`config.mk`:
```
export PLATFORM = sky130hd
export DESIGN_NAME = tick_gen_multi
export DESIGN_NICKNAME = d
export VERILOG_FILES = /design/src/rtl/tick_gen_pkg.sv /design/src/rtl/tick_gen_chan.sv /design/src/rtl/tick_gen_multi.sv
export SDC_FILE = /design/constraint.sdc
export NUM_CORES = 1
export LEC_CHECK = 0
export BUFFER_PORTS_ARGS = -buffer_cell sky130_fd_sc_hd__buf_4
export CORE_MARGIN = 1
export CORE_UTILIZATION = 50
export DETAILED_ROUTE_END_ITERATION = 16
export PLACE_DENSITY = 0.7
export SYNTH_ARGS = -nofsm -noshare
export SYNTH_HDL_FRONTEND = slang
export SYNTH_HIERARCHICAL = 1
export SYNTH_SLANG_ARGS = --single-unit
```
`constraint.sdc`:
```
create_clock -name hsosc_clk_i -period 6.4 [get_ports hsosc_clk_i]
set_input_delay 0.32 -clock hsosc_clk_i [delete_from_list [all_inputs] [get_ports hsosc_clk_i]]
set_output_delay 0.32 -clock hsosc_clk_i [all_outputs]
set_load 0.005 [all_outputs]
```
`src/rtl/tick_gen_pkg.sv`:
```
// tick_gen_pkg: shared widths, reset divisor and channel limits for the tick generator
package tick_gen_pkg;
  localparam int unsigned TG_CNT_W = 20;
  localparam int unsigned TG_DEFAULT_DIV = 262144;
  localparam int MAX_CH = 16;
  localparam int CH_W = $clog2(MAX_CH);
  typedef logic [TG_CNT_W-1:0] cnt_t;
endpackage

```
`src/rtl/tick_gen_chan.sv`:
```
// tick_gen_chan: one clock-enable channel with shadowed divisor; sq flop only with TICK_GEN_SQUARE_EN
module tick_gen_chan import tick_gen_pkg::*; #(
  parameter int CNT_W = TG_CNT_W,
  parameter logic [CNT_W-1:0] DEFAULT_DIV = CNT_W'(TG_DEFAULT_DIV)
) (
  input  logic             hsosc_clk_i,
  input  logic             reset_i,
  input  logic             en_i,
  input  logic             we_i,
  input  logic             restart_i,
  input  logic [CNT_W-1:0] div_i,
  output logic             tick_o,
  output logic             sq_o,
  output logic             div_pend_o
);
  logic [CNT_W-1:0] cnt_q, cnt_d, div_q, div_d, shadow_q, shadow_d;
  logic pend_q, pend_d, tick_q, tick_d, wrap, commit;
  // >= rather than == so a divisor shrunk below the held count still wraps at once
  always_comb begin
    wrap = en_i && div_q != '0 && cnt_q >= div_q - CNT_W'(1);
    commit = pend_q && (wrap || div_q == '0 || !en_i);
    tick_d = wrap && !restart_i;
    cnt_d = restart_i ? '0 : !en_i ? cnt_q : (wrap || div_q == '0) ? '0 : cnt_q + CNT_W'(1);
    div_d = (restart_i && we_i) ? div_i : ((restart_i || commit) && pend_q) ? shadow_q : div_q;
    shadow_d = we_i ? div_i : shadow_q;
    pend_d = restart_i ? 1'b0 : we_i ? 1'b1 : commit ? 1'b0 : pend_q;
  end
  always_ff @(posedge hsosc_clk_i or negedge reset_i) begin
    if (!reset_i) begin
      cnt_q <= '0;
      div_q <= DEFAULT_DIV;
      shadow_q <= '0;
      pend_q <= 1'b0;
      tick_q <= 1'b0;
    end else begin
      cnt_q <= cnt_d;
      div_q <= div_d;
      shadow_q <= shadow_d;
      pend_q <= pend_d;
      tick_q <= tick_d;
    end
  end
  assign tick_o = tick_q;
  assign div_pend_o = pend_q;
`ifdef TICK_GEN_SQUARE_EN
  logic sq_q;
  always_ff @(posedge hsosc_clk_i or negedge reset_i) begin
    if (!reset_i) sq_q <= 1'b0;
    else sq_q <= sq_q ^ tick_d;
  end
  assign sq_o = sq_q;
`else
  assign sq_o = 1'b0;
`endif
endmodule

```
`src/rtl/tick_gen_multi.sv`:
```
// tick_gen_multi: N_CH independent clock-enable channels; square outputs only with TICK_GEN_SQUARE_EN
module tick_gen_multi import tick_gen_pkg::*; #(
  parameter int N_CH = 4,
  parameter int CNT_W = TG_CNT_W,
  parameter logic [CNT_W-1:0] DEFAULT_DIV = CNT_W'(TG_DEFAULT_DIV)
) (
  input  logic             hsosc_clk_i,
  input  logic             reset_i,
  input  logic [N_CH-1:0]  en_i,
  input  logic             cfg_we_i,
  input  logic [CH_W-1:0]  cfg_ch_i,
  input  logic [CNT_W-1:0] cfg_div_i,
  input  logic             cfg_restart_i,
  output logic [N_CH-1:0]  tick_o,
  output logic [N_CH-1:0]  sq_o,
  output logic [N_CH-1:0]  div_pend_o
);
  // out-of-range channel indices match no channel and are dropped
  for (genvar i = 0; i < N_CH; i++) begin : g_ch
    tick_gen_chan #(.CNT_W(CNT_W), .DEFAULT_DIV(DEFAULT_DIV)) u_chan (
      .hsosc_clk_i(hsosc_clk_i),
      .reset_i(reset_i),
      .en_i(en_i[i]),
      .we_i(cfg_we_i && cfg_ch_i == CH_W'(i)),
      .restart_i(cfg_restart_i && cfg_ch_i == CH_W'(i)),
      .div_i(cfg_div_i),
      .tick_o(tick_o[i]),
      .sq_o(sq_o[i]),
      .div_pend_o(div_pend_o[i])
    );
  end
endmodule
```
[Word-level counts from Yosys, hierarchy flattened]
Index checks and enable logic that the tools add are counted.
Operators by class
  add/subtract/negate cells: 8
  $lt $le $gt $ge: 4
  equal/unequal tests: 3
  mux-type cells: 32
  reduce and logical (&&, ||, !) cells: 73
Operators by type and width (count)
  20-bit two-way mux: 20
  20-bit by 1-bit adder with 20-bit output, second input constant: 4
  20-bit greater-or-equal comparator: 4
  20-bit zero test: 4
  20-bit nonzero test: 4
  20-bit by 1-bit subtractor with 20-bit output, second input constant: 4
  1-bit logical AND: 32
  2-bit nonzero test: 8
  1-bit logical OR: 12
  1-bit two-way mux: 12
  3-bit nonzero test: 4
  4-bit by 2-bit == test with 1-bit output, second input constant: 2
  1-bit zero test: 8
  4-bit by 1-bit == test with 1-bit output, second input constant: 1
  4-bit zero test: 1
Storage, ports and cells
  bits in registers: 248
  bits of input ports: 32
  output and inout bits: 12
  word-level logic and storage cells: 140

[Logic depth before layout (Yosys ltp)]
Gate-level depths: netlist (run 1).
  depth after elaboration: 10
  depth in mapped cells: 15
  mapped depth without buffers: 13

[Modules after synthesis]
Netlist (run 1), hierarchy kept.
Modules (own cells, without submodules)
  tick_gen_chan: times used 4, cells an instance 364, area an instance 3727.3 sq um, sequential area each 1552.7 sq um
  tick_gen_multi: times used 1, cells an instance 13, area an instance 81.3 sq um, sequential area each 0.0 sq um

[Least setup slack after synthesis (run 1)]
OpenSTA, ideal clock, no wires.
  path kind: flip-flop to flip-flop
  start point: register g_ch[0].u_chan.div_q[2]
  end point: register g_ch[0].u_chan.div_q[18]
  library setup time: 0.077 ns
  arrival time: 3.350 ns
  data required time: 6.323 ns
  path slack: 2.974 ns
  cell stages (with the launch flop): 14
  buffers on the path: 1
  clock period less this slack: 3.426 ns
  cells stage by stage: dfrtp_1 or4_4 nor3_2 nand2b_1 or2b_1 xor2_1 ha_1 and3_1 a221oi_1 nor2_1 nor3_4 a21oi_2 buf_6 o2bb2a_4
On the way
  word-level cells in the longest chain between the ends: 9
  elaborated cells on any way between the ends: 12
  those cells by class: add/sub: 1; order compare: 1; reduce/logical: 10
Ends and longest elaborated chain
  from (decl): line tick_gen_chan.sv:16  | logic [CNT_W-1:0] cnt_q, cnt_d, div_q, div_d, shadow_q, shadow_d;
  from (signal assigned): line tick_gen_chan.sv:37  | div_q <= div_d;
  20-bit by 1-bit subtractor with 20-bit output / 20-bit nonzero test (equally long branches): line tick_gen_chan.sv:20  | wrap = en_i && div_q != '0 && cnt_q >= div_q - CNT_W'(1);
  20-bit greater-or-equal comparator / 1-bit logical AND (equally long branches): line tick_gen_chan.sv:20
  1-bit logical AND: line tick_gen_chan.sv:20
  1-bit logical OR * (2 in a row): line tick_gen_chan.sv:21  | commit = pend_q && (wrap || div_q == '0 || !en_i);
  1-bit logical AND *: line tick_gen_chan.sv:21
  1-bit logical OR *: line tick_gen_chan.sv:24  | div_d = (restart_i && we_i) ? div_i : ((restart_i || commit) && pend_q) ? shadow_q : div_q;
  1-bit logical AND *: line tick_gen_chan.sv:24
  2-bit nonzero test (no line) *
Mark *: on every way between the ends. The rest lies on a longest branch, timed or not.
A chain may end at the register's enable or synchronous reset.

[Worst setup path in the final report (run 1)]
  start point: register g_ch[0].u_chan.div_q[2]
  end point: register g_ch[0].u_chan.cnt_q[13]
On the way
  word-level cells in the longest chain between the ends: 7
  elaborated cells on any way between the ends: 10
  those cells by class: add/sub: 1; order compare: 1; mux: 3; reduce/logical: 5
Ends and longest elaborated chain
  20-bit by 1-bit subtractor with 20-bit output / 20-bit nonzero test (equally long branches): line tick_gen_chan.sv:20
  20-bit greater-or-equal comparator / 1-bit logical AND (equally long branches): line tick_gen_chan.sv:20
  1-bit logical AND: line tick_gen_chan.sv:20
  1-bit logical OR *: line tick_gen_chan.sv:23  | cnt_d = restart_i ? '0 : !en_i ? cnt_q : (wrap || div_q == '0) ? '0 : cnt_q + CNT_W'(1);
  20-bit two-way mux * (3 in a row): line tick_gen_chan.sv:23
  to (signal assigned): line tick_gen_chan.sv:36  | cnt_q <= cnt_d;
  to (decl): line tick_gen_chan.sv:16
Mark *: on every way between the ends. The rest lies on a longest branch, timed or not. The select of a mux whose other input is x is not followed.

==> results of run 1 <==
==> state kept, by name, summed over array words and instances (netlist names) <==
name                    count
g_ch.u_chan/cnt_q          80
g_ch.u_chan/div_pend_o      4
g_ch.u_chan/div_q          80
g_ch.u_chan/shadow_q       80
g_ch.u_chan/tick_o          4
==> synthesized netlist by cell type, types with 36 or more instances <==
cell,count
a21oi_1,40
a2bb2oi_1,36
a2bb2oi_2,40
dfrtp_1,244
ha_1,92
inv_1,44
mux2_2,80
nand2_1,137
nand3_1,64
nand4_1,40
nor2_1,86
o22ai_1,80
xnor2_1,60
==> worst max-delay path, stage by stage, from the launching register on <==
cell,delay [ns]
dfrtp_1,0.44
or4_4,0.58
nor3_2,0.22
nand2b_1,0.15
nor4_1,0.25
xnor2_1,0.16
ha_1,0.28
a21oi_1,0.13
o21ai_0,0.19
o311ai_4,1.01
nand2_1,0.93
o211ai_1,0.44
==> metal layers <==
layer	track usage [%]	vias to the layer above	wire (µm)
met3	3.48	46	1550
met4	5.00	0	608
met5	0	-	0
met2	36.5	213	15900
met1	31.1	5718	15800
li1	-	5510	-
==> logic make-up after synthesis <==
family | share of synthesized area (%)
other cells | 0.100
simple gates | 17.8
fa+ha+maj | 7.68
compound gates | 18.3
mux | 6.81
xor+xnor | 4.21
flops | 41.4
buf+inv | 3.71
==> stage by stage <==
stage	total power, mW	setup WS [ns]
after floorplan	3.31	2.97
after global placement	3.62	1.68
after detailed placement	3.69	1.48
after CTS	5.31	1.49
after global routing	5.59	1.05
final	5.26	1.52
==> where the power goes <==
| group | internal [mW] | leakage (nW) | switching (mW) | total, mW |
|---|---|---|---|---|
| combinational | 0.730 | 3.35 | 0.571 | 1.30 |
| sequential | 1.93 | 3.12 | 0.432 | 2.37 |
| clock | 0.953 | 0.447 | 0.640 | 1.59 |
==> what timing repair did <==
item                                   CTS  global route
gates resized for setup                  0             0
hold buffers                             1             0
endpoints found under the hold margin  104             0
==> path summary, 6_finish.rpt <==
check                      depth (start not counted)                     endpoint                        from
max in group asynchronous                          3      g_ch[3].u_chan/cnt_q[4]                     reset_i
hold reg to reg                                    1   g_ch[0].u_chan/shadow_q[5]  g_ch[0].u_chan/shadow_q[5]
setup / recovery                                  11     g_ch[0].u_chan/cnt_q[13]     g_ch[0].u_chan/div_q[2]
min in group asynchronous                          2     g_ch[2].u_chan/cnt_q[17]                     reset_i
setup reg to reg                                  11     g_ch[0].u_chan/cnt_q[13]     g_ch[0].u_chan/div_q[2]
hold / removal                                     2  g_ch[1].u_chan/shadow_q[14]               cfg_div_i[14]
==> layout make-up <==
class	count	area share (%)
clock buffer	39	4.66
multi-input combinational	1105	50.3
tap	390	2.95
clock inverter	10	0.780
timing repair buffer	57	2.73
sequential	248	37.6
inverter	44	1.00
==> results_dict.tcl, run 1 <==
set metrics [dict create \
    status "finished with violations" \
    violations "DRC" \
    max_slew_margin_pct 16.2 \
    synth_area_leaders "dfrtp_1 41%, ha_1 7.7%, mux2_2 6.0%" \
    endpoint_kind "register" \
    final.fill_count 2553 \
    maxCapViolations 0 \
    drv_slew 0 \
    period_needed_ns 4.88 \
    syn_avg_cell_area_um2 10.2 \
    p_leak_nw 6.92 \
    drc 2 \
    placed_area_um2 15600 \
    diodes 0 \
    synth_top_cell_area_share_pct 40.7 \
    stdcell_count 1893 \
    dr.pass1.iters 11 \
    yosys.area.top_type "dfrtp_1" \
    cts_max_path_buffers 3 \
    final_common_cell "dfrtp_1" \
    worst_pin_slew_ns 1.26 \
    area_delta_synth_final_pct 10.2 \
    cts_tree "done" \
    ys.flop_type "dfrtp_1" \
    vias 11500 \
    synth_seq_area_share_pct 41.4 \
    clk_pin_slew_worst_paths_ns 0.06 \
    cts_sinks 248 \
    rows 63 \
    setup_viol 0 \
    crit_required_ns 6.84 \
    cts_setup_buffers 0 \
    drive_gt1_share_pct 19.0 \
    die_w_um 175 \
    drt-initial-drc-count 801 \
    io_buffer_count 39 \
    seqCellArea_um2 6210 \
    period_share_pct 76.2 \
    synth_edf_count 0 \
    netlist-cell-type-count 55 \
    setup-tns-final_ns 0 \
    rsz0062_at_grt "no" \
    grt_max_degree 143 \
    clock_latency_ns 0.54 \
    crit_type "register to register" \
    hold_viol_final 0 \
    grt_pass1_vias 11100 \
    avgRoutedWirePerCell_um 17.9 \
    critical_path_arrival_ns 5.32 \
    ir_drop_v 0.000204 \
    start_util_pct 50.7 \
    mostFrequentLayoutCells "244 x dfrtp_1, 137 x nand2_1, 92 x ha_1" \
    cts_root_buffer "clkbuf_16" \
    htreeDepth 1 \
    utilization_pct 55.9 \
    dp.cells 1843 \
    rrSetupSlack_ns 1.52 \
    fin_hold_ws_ns 0.118 \
    fmax_ghz 0.205 \
    ys_seq_elements 248 \
    synth_nets 1593 \
    antenna_found_initial 0 \
    coreArea_um2 29600 \
    multi_input_area_um2 8310 \
    io_pins 44 \
    overflow 0 \
    track_usage_pct 22.3 \
    totalWireLength_mm 33.8 \
    async_flop_share_pct 100 \
    vias_per_cell 6.07 \
    gp_congestion 0.807 \
    syn_area_um2 15000 \
    start_kind "register" \
    die_y_um 175 \
    hp-class "input pin to register" \
    yosysWarnings 6 \
    worstPathMaxFanout 30 \
    dp_hpwl_mm 23.2 \
    cts_buffers 27 \
    powerDensity_nw_per_um2 318 \
    skew_ns 0.0103 \
    postSynthCellCount 1469 \
    fin_area_um2 16500 \
    postRouteAntennaNets 0 \
    dieArea_um2 30700 \
    nNetsFinal 1607 \
    grt_pass1_wl_mm 56.5 \
]
Note: power is estimated with default switching activity, not from simulation.
==> run 2: changes to the inputs <==
==> constraint.sdc (replaced) <==
create_clock -name hsosc_clk_i -period 4.9 [get_ports hsosc_clk_i]
set_input_delay 0.245 -clock hsosc_clk_i [delete_from_list [all_inputs] [get_ports hsosc_clk_i]]
set_output_delay 0.245 -clock hsosc_clk_i [all_outputs]
set_load 0.005 [all_outputs]
==> results_dict.tcl, run 2 (synthesized netlist as in run 1, its figures left out) <==
set metrics [dict create \
    dieArea_um2 30700 \
    crit_chain "or4_4, nor3_2, nand2b_1, nor4_1, xnor2_1, ha_1, a21oi_1, o21ai_0, o311ai_4, nand2_1, buf_4, o2bb2a_4" \
    cts_sinks 248 \
    hp-class "input pin to register" \
    violations "DRC" \
    io_buffer_count 39 \
    ff2ff_path_depth 12 \
    power_mw 6.98 \
    track_usage_pct 22.7 \
    dp.cells 1855 \
    clk_pin_slew_worst_paths_ns 0.06 \
    vias 11600 \
    min_to "g_ch[2].u_chan/shadow_q[17]" \
    drive_gt1_share_pct 19.7 \
    cts_root_buffer "clkbuf_16" \
    max_slew_margin_pct 26.8 \
    gp_congestion 0.827 \
    final.fill_count 2533 \
    drt-initial-drc-count 688 \
    antenna_found_initial 0 \
    crit_type "register to register" \
    diodes 0 \
    start_util_pct 50.7 \
    rr_endpoint "g_ch[0].u_chan/div_q[18]" \
    cts_buffers 28 \
    skew_ns 0.0132 \
    worstPathMaxFanout 30 \
    period_share_pct 85.2 \
    drc 2 \
    area_delta_synth_final_pct 11.2 \
    grt_max_degree 115 \
    die_w_um 175 \
    final_common_cell "dfrtp_1" \
    fmax_ghz 0.240 \
    rows 63 \
    dp_hpwl_mm 23.7 \
    crit_required_ns 5.40 \
    die_y_um 175 \
    cts_tree "done" \
    hold_viol_final 0 \
    dr.pass1.iters 11 \
    drv_slew 0 \
    multi_input_area_um2 8310 \
    ir_drop_v 0.000320 \
    maxCapViolations 0 \
    endpoint_kind "register" \
    top_regs "g_ch.u_chan/cnt_q x80, g_ch.u_chan/div_q x80, g_ch.u_chan/shadow_q x80" \
    overflow 0 \
    mostFrequentLayoutCells "244 x dfrtp_1, 137 x nand2_1, 92 x ha_1" \
    placed_area_um2 15700 \
    rsz0062_at_grt "no" \
    htreeDepth 1 \
    clock_latency_ns 0.55 \
    min_from "cfg_div_i[17]" \
    critical_path_arrival_ns 4.67 \
    worst_pin_slew_ns 1.10 \
    stdcell_count 1908 \
    setup_viol 0 \
    period_needed_ns 4.17 \
    regToRegStartpoint "g_ch[0].u_chan/div_q[2]" \
    nNetsFinal 1620 \
    setup-tns-final_ns 0 \
    coreArea_um2 29600 \
    powerDensity_nw_per_um2 419 \
    postRouteAntennaNets 0 \
    cts_max_path_buffers 3 \
    cp_slowest_cell "o311ai_4" \
    fin_area_um2 16700 \
    slowest_delay_ns 0.99 \
    io_pins 44 \
    grt_pass1_vias 11500 \
    start_kind "register" \
    seqCellArea_um2 6210 \
    rrSetupSlack_ns 0.73 \
    p_leak_nw 7.01 \
    totalWireLength_mm 34.4 \
    avgRoutedWirePerCell_um 18.0 \
    status "finished with violations" \
    holdPathStages 2 \
    grt_pass1_wl_mm 57.5 \
    vias_per_cell 6.06 \
]
-- run 2: cell type report --
class	count	share of cell area (%)
Multi-Input combinational cell	1105	49.8
Tap cell	390	2.93
Sequential cell	248	37.3
Clock buffer	43	5.03
Inverter	44	0.991
Clock inverter	9	0.735
Timing Repair Buffer	69	3.24
-- run 2: routing by layer --
metal  wire length, µm  vias to the layer above  track usage, %  share of wire (%)
li1                  -                     5554               -                  -
met1             16200                     5784            31.8                 47
met2             16200                      182            37.9                 47
met3              1460                       38            2.48                4.2
met4               482                        0            4.60                1.4
met5                 0                        -               0                  0
-- run 2: critical path, delay by kind of cell, from the launching register on --
family | cells | cell delay (ns)
compound gates | 4 | 1.53
simple gates | 5 | 1.41
flops | 1 | 0.45
buf+inv | 1 | 0.29
fa+ha+maj | 1 | 0.28
xor+xnor | 1 | 0.17
-- run 2: repair_timing --
action                    CTS  global route
buffers inserted            0             0
hold endpoints to repair   62             0
hold buffers                1             0
gates resized for setup     0             0
-- run 2: how the worst max path moves through the flow --
| stage | start | to | cells past startpoint |
|---|---|---|---|
| global route | g_ch[0].u_chan/div_q[2] | g_ch[0].u_chan/div_q[10] | 12 |
| floorplan | g_ch[0].u_chan/div_q[2] | g_ch[0].u_chan/div_q[18] | 13 |
| detailed placement | g_ch[0].u_chan/div_q[2] | g_ch[0].u_chan/div_q[18] | 12 |
| global placement | g_ch[0].u_chan/div_q[2] | g_ch[0].u_chan/div_q[18] | 12 |
| finish | g_ch[0].u_chan/div_q[2] | g_ch[0].u_chan/div_q[18] | 12 |
| CTS | g_ch[0].u_chan/div_q[2] | g_ch[0].u_chan/div_q[18] | 12 |
-- run 2: power breakdown --
part	switching, mW	internal, mW	total (mW)
logic	0.756	0.955	1.71
clock network	0.850	1.33	2.18
registers	0.567	2.53	3.09
-- run 2: per-stage QoR --
step	worst slack, ns	util [%]	hold WS (ns)
3_3_place_gp	0.839	53.1	0.230
5_1_grt	0.398	56.4	0.0247
6_report	0.727	56.4	0.0399
2_1_floorplan	1.47	-	-0.0506
3_5_place_dp	0.714	53.1	0.232
4_1_cts	0.711	56.4	0.0115
